==> config.mk <==
export PLATFORM = sky130hd
export DESIGN_NAME = vga_ball_capture
export DESIGN_NICKNAME = d
export VERILOG_FILES = /design/src/rtl/vga_ball_capture.sv
export SDC_FILE = /design/constraint.sdc
export NUM_CORES = 1
export LEC_CHECK = 0
export ABC_AREA = 1
export CELL_PAD_IN_SITES_DETAIL_PLACEMENT = 2
export CELL_PAD_IN_SITES_GLOBAL_PLACEMENT = 2
export CORE_MARGIN = 2
export CORE_UTILIZATION = 35
export CTS_CLUSTER_SIZE = 12
export DETAILED_ROUTE_END_ITERATION = 6
export GPL_TIMING_DRIVEN = 1
export PLACE_DENSITY = 0.91
export SKIP_LAST_GASP = 1
export SLEW_MARGIN = 0
export SYNTH_ARGS = -nofsm -noshare
export SYNTH_HDL_FRONTEND = slang
export SYNTH_SLANG_ARGS = --single-unit
==> constraint.sdc <==
create_clock -name clk50 -period 6.1 [get_ports clk50]
set_input_delay 1.22 -clock clk50 [delete_from_list [all_inputs] [get_ports clk50]]
set_output_delay 1.22 -clock clk50 [all_outputs]
set_load 0.01 [all_outputs]
==> src/rtl/vga_ball_capture.sv <==
// Sink-side VGA monitor: recovers the drawn ball's bounding box, centre, radius and line/frame timing health.
// Optional ball pixel area counter is compiled in with `define VGA_CAP_AREA_EN.

module vga_ball_capture #(
  parameter int         H_ACTIVE   = 640,
  parameter int         V_ACTIVE   = 480,
  parameter logic [7:0] RED_THRESH = 8'h80
) (
  input  logic        clk50,
  input  logic        reset_n,
  input  logic        vga_clk,
  input  logic        vga_hs,
  input  logic        vga_vs,
  input  logic        vga_blank_n,
  input  logic [7:0]  vga_r,
  input  logic [7:0]  vga_g,
  input  logic [7:0]  vga_b,
  output logic        frame_done,
  output logic        ball_found,
  output logic [9:0]  ball_xmin,
  output logic [9:0]  ball_xmax,
  output logic [8:0]  ball_ymin,
  output logic [8:0]  ball_ymax,
  output logic [9:0]  ball_hpos,
  output logic [8:0]  ball_vpos,
  output logic [9:0]  ball_radius,
  output logic        timing_err,
  output logic [18:0] ball_area
);

  localparam logic [9:0] H_ACT = 10'(H_ACTIVE);
  localparam logic [8:0] V_ACT = 9'(V_ACTIVE);
  localparam logic [9:0] X_SAT = 10'h3FF;
  localparam logic [8:0] Y_SAT = 9'h1FF;

  typedef enum logic [1:0] {
    WAIT_VS = 2'd0,
    ACTIVE  = 2'd1,
    REPORT  = 2'd2
  } state_t;

  state_t      state_r;
  state_t      state_s;

  logic        clk_q_r, clk_q2_r;
  logic        hs_q_r, hs_q2_r;
  logic        vs_q_r, vs_q2_r;
  logic        blank_q_r;
  logic [7:0]  r_q_r, g_q_r, b_q_r;

  logic        pix_s, hs_fall_s, vs_fall_s;
  logic        act_pix_s, ball_pix_s, line_close_s, report_s;

  logic [9:0]  x_r, x_base_s, x_s;
  logic [8:0]  y_r, y_after_s, y_pix_s, y_s;
  logic        err_acc_r, err_close_s, err_s, frame_err_s;

  logic [9:0]  xmin_r, xmax_r, xmin_i_s, xmax_i_s, xmin_s, xmax_s;
  logic [8:0]  ymin_r, ymax_r, ymin_i_s, ymax_i_s, ymin_s, ymax_s;
  logic        any_r, any_s;

  logic [10:0] hsum_s;
  logic [9:0]  vsum_s;
  logic [9:0]  xspan_s;
  logic [9:0]  hpos_s, radius_s;
  logic [8:0]  vpos_s;

  logic        frame_done_r, found_r, terr_r;
  logic [9:0]  xmin_o_r, xmax_o_r, hpos_o_r, radius_o_r;
  logic [8:0]  ymin_o_r, ymax_o_r, vpos_o_r;

  // Input sampling: stage q feeds all processing, stage q2 only serves edge detection.
  always_ff @(posedge clk50 or negedge reset_n) begin
    if (!reset_n) begin
      clk_q_r   <= 1'b0;
      clk_q2_r  <= 1'b0;
      hs_q_r    <= 1'b0;
      hs_q2_r   <= 1'b0;
      vs_q_r    <= 1'b0;
      vs_q2_r   <= 1'b0;
      blank_q_r <= 1'b0;
      r_q_r     <= 8'd0;
      g_q_r     <= 8'd0;
      b_q_r     <= 8'd0;
    end else begin
      clk_q_r   <= vga_clk;
      clk_q2_r  <= clk_q_r;
      hs_q_r    <= vga_hs;
      hs_q2_r   <= hs_q_r;
      vs_q_r    <= vga_vs;
      vs_q2_r   <= vs_q_r;
      blank_q_r <= vga_blank_n;
      r_q_r     <= vga_r;
      g_q_r     <= vga_g;
      b_q_r     <= vga_b;
    end
  end

  assign pix_s        = clk_q_r & ~clk_q2_r;
  assign hs_fall_s    = ~hs_q_r & hs_q2_r;
  assign vs_fall_s    = ~vs_q_r & vs_q2_r;
  assign act_pix_s    = pix_s & blank_q_r;
  assign ball_pix_s   = act_pix_s & (r_q_r >= RED_THRESH) & (g_q_r < RED_THRESH) & (b_q_r < RED_THRESH);
  assign line_close_s = hs_fall_s & (x_r != 10'd0);

  // Frame sequencing: the partial frame seen after reset is never reported.
  always_comb begin
    state_s  = state_r;
    report_s = 1'b0;
    case (state_r)
      WAIT_VS: begin
        if (vs_fall_s) state_s = ACTIVE;
        else           state_s = WAIT_VS;
      end
      ACTIVE: begin
        if (vs_fall_s) begin
          state_s  = REPORT;
          report_s = 1'b1;
        end else begin
          state_s  = ACTIVE;
        end
      end
      REPORT:  state_s = ACTIVE;
      default: state_s = WAIT_VS;
    endcase
  end

  // FSM state register.
  always_ff @(posedge clk50 or negedge reset_n) begin
    if (!reset_n) state_r <= WAIT_VS;
    else          state_r <= state_s;
  end

  // Raster counters and bounding-box accumulators; a closing line is settled before the pixel on the same cycle.
  always_comb begin
    x_base_s    = hs_fall_s ? 10'd0 : x_r;
    y_after_s   = (line_close_s && (y_r != Y_SAT)) ? (y_r + 9'd1) : y_r;
    y_pix_s     = vs_fall_s ? 9'd0 : y_after_s;
    x_s         = (act_pix_s && (x_base_s != X_SAT)) ? (x_base_s + 10'd1) : x_base_s;
    y_s         = y_pix_s;
    err_close_s = err_acc_r | (line_close_s & (x_r != H_ACT));
    frame_err_s = err_close_s | (y_after_s != V_ACT);
    err_s       = vs_fall_s ? 1'b0 : err_close_s;

    xmin_i_s = vs_fall_s ? X_SAT : xmin_r;
    xmax_i_s = vs_fall_s ? 10'd0 : xmax_r;
    ymin_i_s = vs_fall_s ? Y_SAT : ymin_r;
    ymax_i_s = vs_fall_s ? 9'd0  : ymax_r;
    any_s    = (vs_fall_s ? 1'b0 : any_r) | ball_pix_s;
    xmin_s   = (ball_pix_s && (x_base_s < xmin_i_s)) ? x_base_s : xmin_i_s;
    xmax_s   = (ball_pix_s && (x_base_s > xmax_i_s)) ? x_base_s : xmax_i_s;
    ymin_s   = (ball_pix_s && (y_pix_s  < ymin_i_s)) ? y_pix_s  : ymin_i_s;
    ymax_s   = (ball_pix_s && (y_pix_s  > ymax_i_s)) ? y_pix_s  : ymax_i_s;
  end

  // Raster counter and accumulator registers.
  always_ff @(posedge clk50 or negedge reset_n) begin
    if (!reset_n) begin
      x_r       <= 10'd0;
      y_r       <= 9'd0;
      err_acc_r <= 1'b0;
      xmin_r    <= X_SAT;
      xmax_r    <= 10'd0;
      ymin_r    <= Y_SAT;
      ymax_r    <= 9'd0;
      any_r     <= 1'b0;
    end else begin
      x_r       <= x_s;
      y_r       <= y_s;
      err_acc_r <= err_s;
      xmin_r    <= xmin_s;
      xmax_r    <= xmax_s;
      ymin_r    <= ymin_s;
      ymax_r    <= ymax_s;
      any_r     <= any_s;
    end
  end

  // Derived geometry of the closing frame; sums are widened by one bit before halving.
  always_comb begin
    hsum_s   = {1'b0, xmin_r} + {1'b0, xmax_r};
    vsum_s   = {1'b0, ymin_r} + {1'b0, ymax_r};
    xspan_s  = xmax_r - xmin_r;
    hpos_s   = hsum_s[10:1];
    vpos_s   = vsum_s[9:1];
    radius_s = {1'b0, xspan_s[9:1]} + 10'd1;
  end

  // Result registers: loaded once per closed frame, held until the next one.
  always_ff @(posedge clk50 or negedge reset_n) begin
    if (!reset_n) begin
      frame_done_r <= 1'b0;
      found_r      <= 1'b0;
      terr_r       <= 1'b0;
      xmin_o_r     <= 10'd0;
      xmax_o_r     <= 10'd0;
      ymin_o_r     <= 9'd0;
      ymax_o_r     <= 9'd0;
      hpos_o_r     <= 10'd0;
      vpos_o_r     <= 9'd0;
      radius_o_r   <= 10'd0;
    end else begin
      frame_done_r <= report_s;
      if (report_s) begin
        found_r    <= any_r;
        terr_r     <= frame_err_s;
        xmin_o_r   <= any_r ? xmin_r   : 10'd0;
        xmax_o_r   <= any_r ? xmax_r   : 10'd0;
        ymin_o_r   <= any_r ? ymin_r   : 9'd0;
        ymax_o_r   <= any_r ? ymax_r   : 9'd0;
        hpos_o_r   <= any_r ? hpos_s   : 10'd0;
        vpos_o_r   <= any_r ? vpos_s   : 9'd0;
        radius_o_r <= any_r ? radius_s : 10'd0;
      end else begin
        found_r    <= found_r;
        terr_r     <= terr_r;
        xmin_o_r   <= xmin_o_r;
        xmax_o_r   <= xmax_o_r;
        ymin_o_r   <= ymin_o_r;
        ymax_o_r   <= ymax_o_r;
        hpos_o_r   <= hpos_o_r;
        vpos_o_r   <= vpos_o_r;
        radius_o_r <= radius_o_r;
      end
    end
  end

  assign frame_done  = frame_done_r;
  assign ball_found  = found_r;
  assign timing_err  = terr_r;
  assign ball_xmin   = xmin_o_r;
  assign ball_xmax   = xmax_o_r;
  assign ball_ymin   = ymin_o_r;
  assign ball_ymax   = ymax_o_r;
  assign ball_hpos   = hpos_o_r;
  assign ball_vpos   = vpos_o_r;
  assign ball_radius = radius_o_r;

`ifdef VGA_CAP_AREA_EN
  logic [18:0] area_r;
  logic [18:0] area_o_r;

  // Ball pixel counter, saturating; restarts at each frame boundary.
  always_ff @(posedge clk50 or negedge reset_n) begin
    if (!reset_n) begin
      area_r <= 19'd0;
    end else if (vs_fall_s) begin
      area_r <= ball_pix_s ? 19'd1 : 19'd0;
    end else if (ball_pix_s && (area_r != 19'h7FFFF)) begin
      area_r <= area_r + 19'd1;
    end else begin
      area_r <= area_r;
    end
  end

  // Reported area register.
  always_ff @(posedge clk50 or negedge reset_n) begin
    if (!reset_n)      area_o_r <= 19'd0;
    else if (report_s) area_o_r <= area_r;
    else               area_o_r <= area_o_r;
  end

  assign ball_area = area_o_r;
`else
  assign ball_area = 19'd0;
`endif

endmodule

==> qor.csv <==
metric;value;unit
critPathCaptureType;register;
drt_wl_total;30.8;mm
endpoint;ymin_r[7];
cts_tree;done;
drive_above_1_share;0.0935;
layout_common_cells;nand2_1 (210), dfrtp_1 (121), inv_1 (106);
required;6480;ps
placed_area;9130;sq um
die_y;156;um
max_freq;230;MHz
initial_core_util;0.358;
post-dp-hpwl;19.4;mm
path_class;register to register;
synth_cell_type_count;50;
rr_worst_depth;20;
synth-seq-cells;140;
cts_hold_buf;0;
dp_cells;1312;
die_w;156;um
ir_drop;0.179;mV
r2r_slack;1750;ps
yosysSeqAreaShare;0.434;
gr-total-overflow;0;
antenna_found_initial;0;
wl_per_cell;22.9;um
final_nets;1141;
finalNonFillerCells;1344;
cp-start-kind;register;
drtIter0Drc;366;
htreeDepth;4;
synth_edf_count;0;
cts_setup_buffers;0;
cap_violations;0;
worstSetupStartpoint;y_r[0];
cp.arrival;4730;ps
leakage;4.85;nW
drc;0;
rows;55;
skew;13.2;ps
first_global_vias;8546;
r2r-end;ymin_r[7];
numClockSinks;140;
design.core.area;22700;sq um
fillers;2468;
period_share;0.713;
port_buffers;78;
cts_resized;0;
min_period;4350;ps
syn_area;8130;sq um
r2r-start;y_r[0];
ys_warn_count;0;
maxSlewViolCount;0;
tightest_slew;1020;ps
ant_nets;0;
num_vias;7400;
grt_usage;0.264;
final_util;0.430;
clk_path_buf_depth;2;
rsz0062_at_grt;false;
synth_ff_type;dfrtp_1;
synth.avg_cell_area;8.35;sq um
clockRootBuffer;clkbuf_16;
die_area;24500;sq um
outcome;finished clean;
holdWs;377;ps
async_flop_share;1.00;
final_common_cell;nand2_1;
cts_buffers;17;
drt-vias-per-instance;5.51;
path_max_fanout;9;
syn_to_final_growth;20.1;%
clock_latency;450;ps
maxSlewHeadroom;0.319;
antennaDiodeCount;0;
final_cell_area;9770;sq um
hold_violations;0;
p_per_area;280;nW/um^2
hold_path_class;register to register;
io_pins;119;
setup_viol;0;
gp_congestion;0.848;
grt_pass1_wl;49.3;mm
grt_max_degree;98;
clkTransAtPathRegs;70;ps
synth_cells;974;
first_pass_iters;4;
fin_tns_setup;0;ps
[logic make-up after synthesis]
kind of cell	share of synthesized area
buf+inv	0.0860
other cells	0.000461
flops	0.434
compound gates	0.117
xor+xnor	0.0278
fa+ha+maj	0.103
simple gates	0.233
[sequential cells by signal, summed over array words and instances (netlist names), 9 cells and up]
| name | cells |
|---|---|
| ball_vpos | 9 |
| ball_xmin | 10 |
| ball_radius | 10 |
| ymax_r | 9 |
| xmin_r | 10 |
| ball_xmax | 10 |
| x_r | 10 |
| ymin_r | 9 |
| ball_ymax | 9 |
| xmax_r | 10 |
| ball_hpos | 10 |
| ball_ymin | 9 |
| y_r | 9 |
[stage by stage]
step	setup WS [ps]	total power, W
after global placement	2380	0.00152
after CTS	1820	0.00275
after floorplan	2940	0.00134
after detailed placement	2130	0.00155
after global routing	1570	0.00284
final	1750	0.00273
[worst max-delay path: stages, from the launching register on]
cell,delay [ps]
dfrtp_1,410
ha_1,250
nand3_1,150
nor3_1,80
ha_1,180
inv_1,180
nand3_4,160
inv_2,140
nand2_1,110
nor2_1,150
nand3_1,120
xor2_1,190
nor2_1,440
ha_1,340
nand2_1,100
inv_1,80
a21oi_1,160
nand2_1,70
a31oi_1,620
nand3_1,210
nand2_1,140
[cell type report]
type	instances	area, sq um	share of cell area
multi-input cells	690	3990	0.408
flip-flops and latches	140	3530	0.361
repair buffers	84	827	0.0847
inverters	113	429	0.0439
clock buffers	17	425	0.0436
well taps	285	357	0.0365
clock inverters	15	213	0.0218
[Yosys cell counts (all sizes together) (3+ instances only)]
library cell / count / area share
a32o: 4 / 0.0049
nor4: 9 / 0.0077
a31oi: 4 / 0.0031
fa: 3 / 0.0074
dfrtp: 121 / 0.37
nand4: 12 / 0.011
o21ai: 57 / 0.035
dfstp: 19 / 0.061
inv: 112 / 0.052
a21oi: 51 / 0.031
xor2: 18 / 0.020
or2: 3 / 0.0026
ha: 62 / 0.095
o211ai: 3 / 0.0028
xnor2: 7 / 0.0075
nand3: 55 / 0.039
a22o: 26 / 0.028
buf: 30 / 0.024
clkbuf: 19 / 0.0088
nor2: 109 / 0.053
nor3: 10 / 0.0068
o21a: 3 / 0.0028
nand2: 223 / 0.11
[worst min path at each step]
| stage | startpoint | to | slack [ps] | depth (start not counted) |
|---|---|---|---|---|
| 3_5_place_dp | hs_q_r | hs_q2_r | 360 | 0 |
| 6_report | hs_q_r | hs_q2_r | 380 | 0 |
| 3_3_place_gp | clk_q_r | clk_q2_r | 360 | 0 |
| 4_1_cts | hs_q_r | hs_q2_r | 380 | 0 |
| 2_1_floorplan | clk_q_r | clk_q2_r | 350 | 0 |
| 5_1_grt | hs_q_r | hs_q2_r | 400 | 0 |
[where the power goes]
part / total (W) / switching, W / internal (W)
Combinational: 0.000504 / 0.000315 / 0.000189
Clock: 0.00117 / 0.000475 / 0.000692
Sequential: 0.00106 / 0.0000582 / 0.00100
Total: 0.00273 / 0.000848 / 0.00188
[per-layer routing]
layer  share of wire  track usage  vias up  wire (um)
met2            0.52        0.471      189      16000
met4           0.029        0.107        0        899
met1            0.41        0.320     3851      12800
met3           0.034       0.0396       67       1050
li1                -            -     3293          -
met5               0            0        -          0
Power figures use the tool's default switching activity.
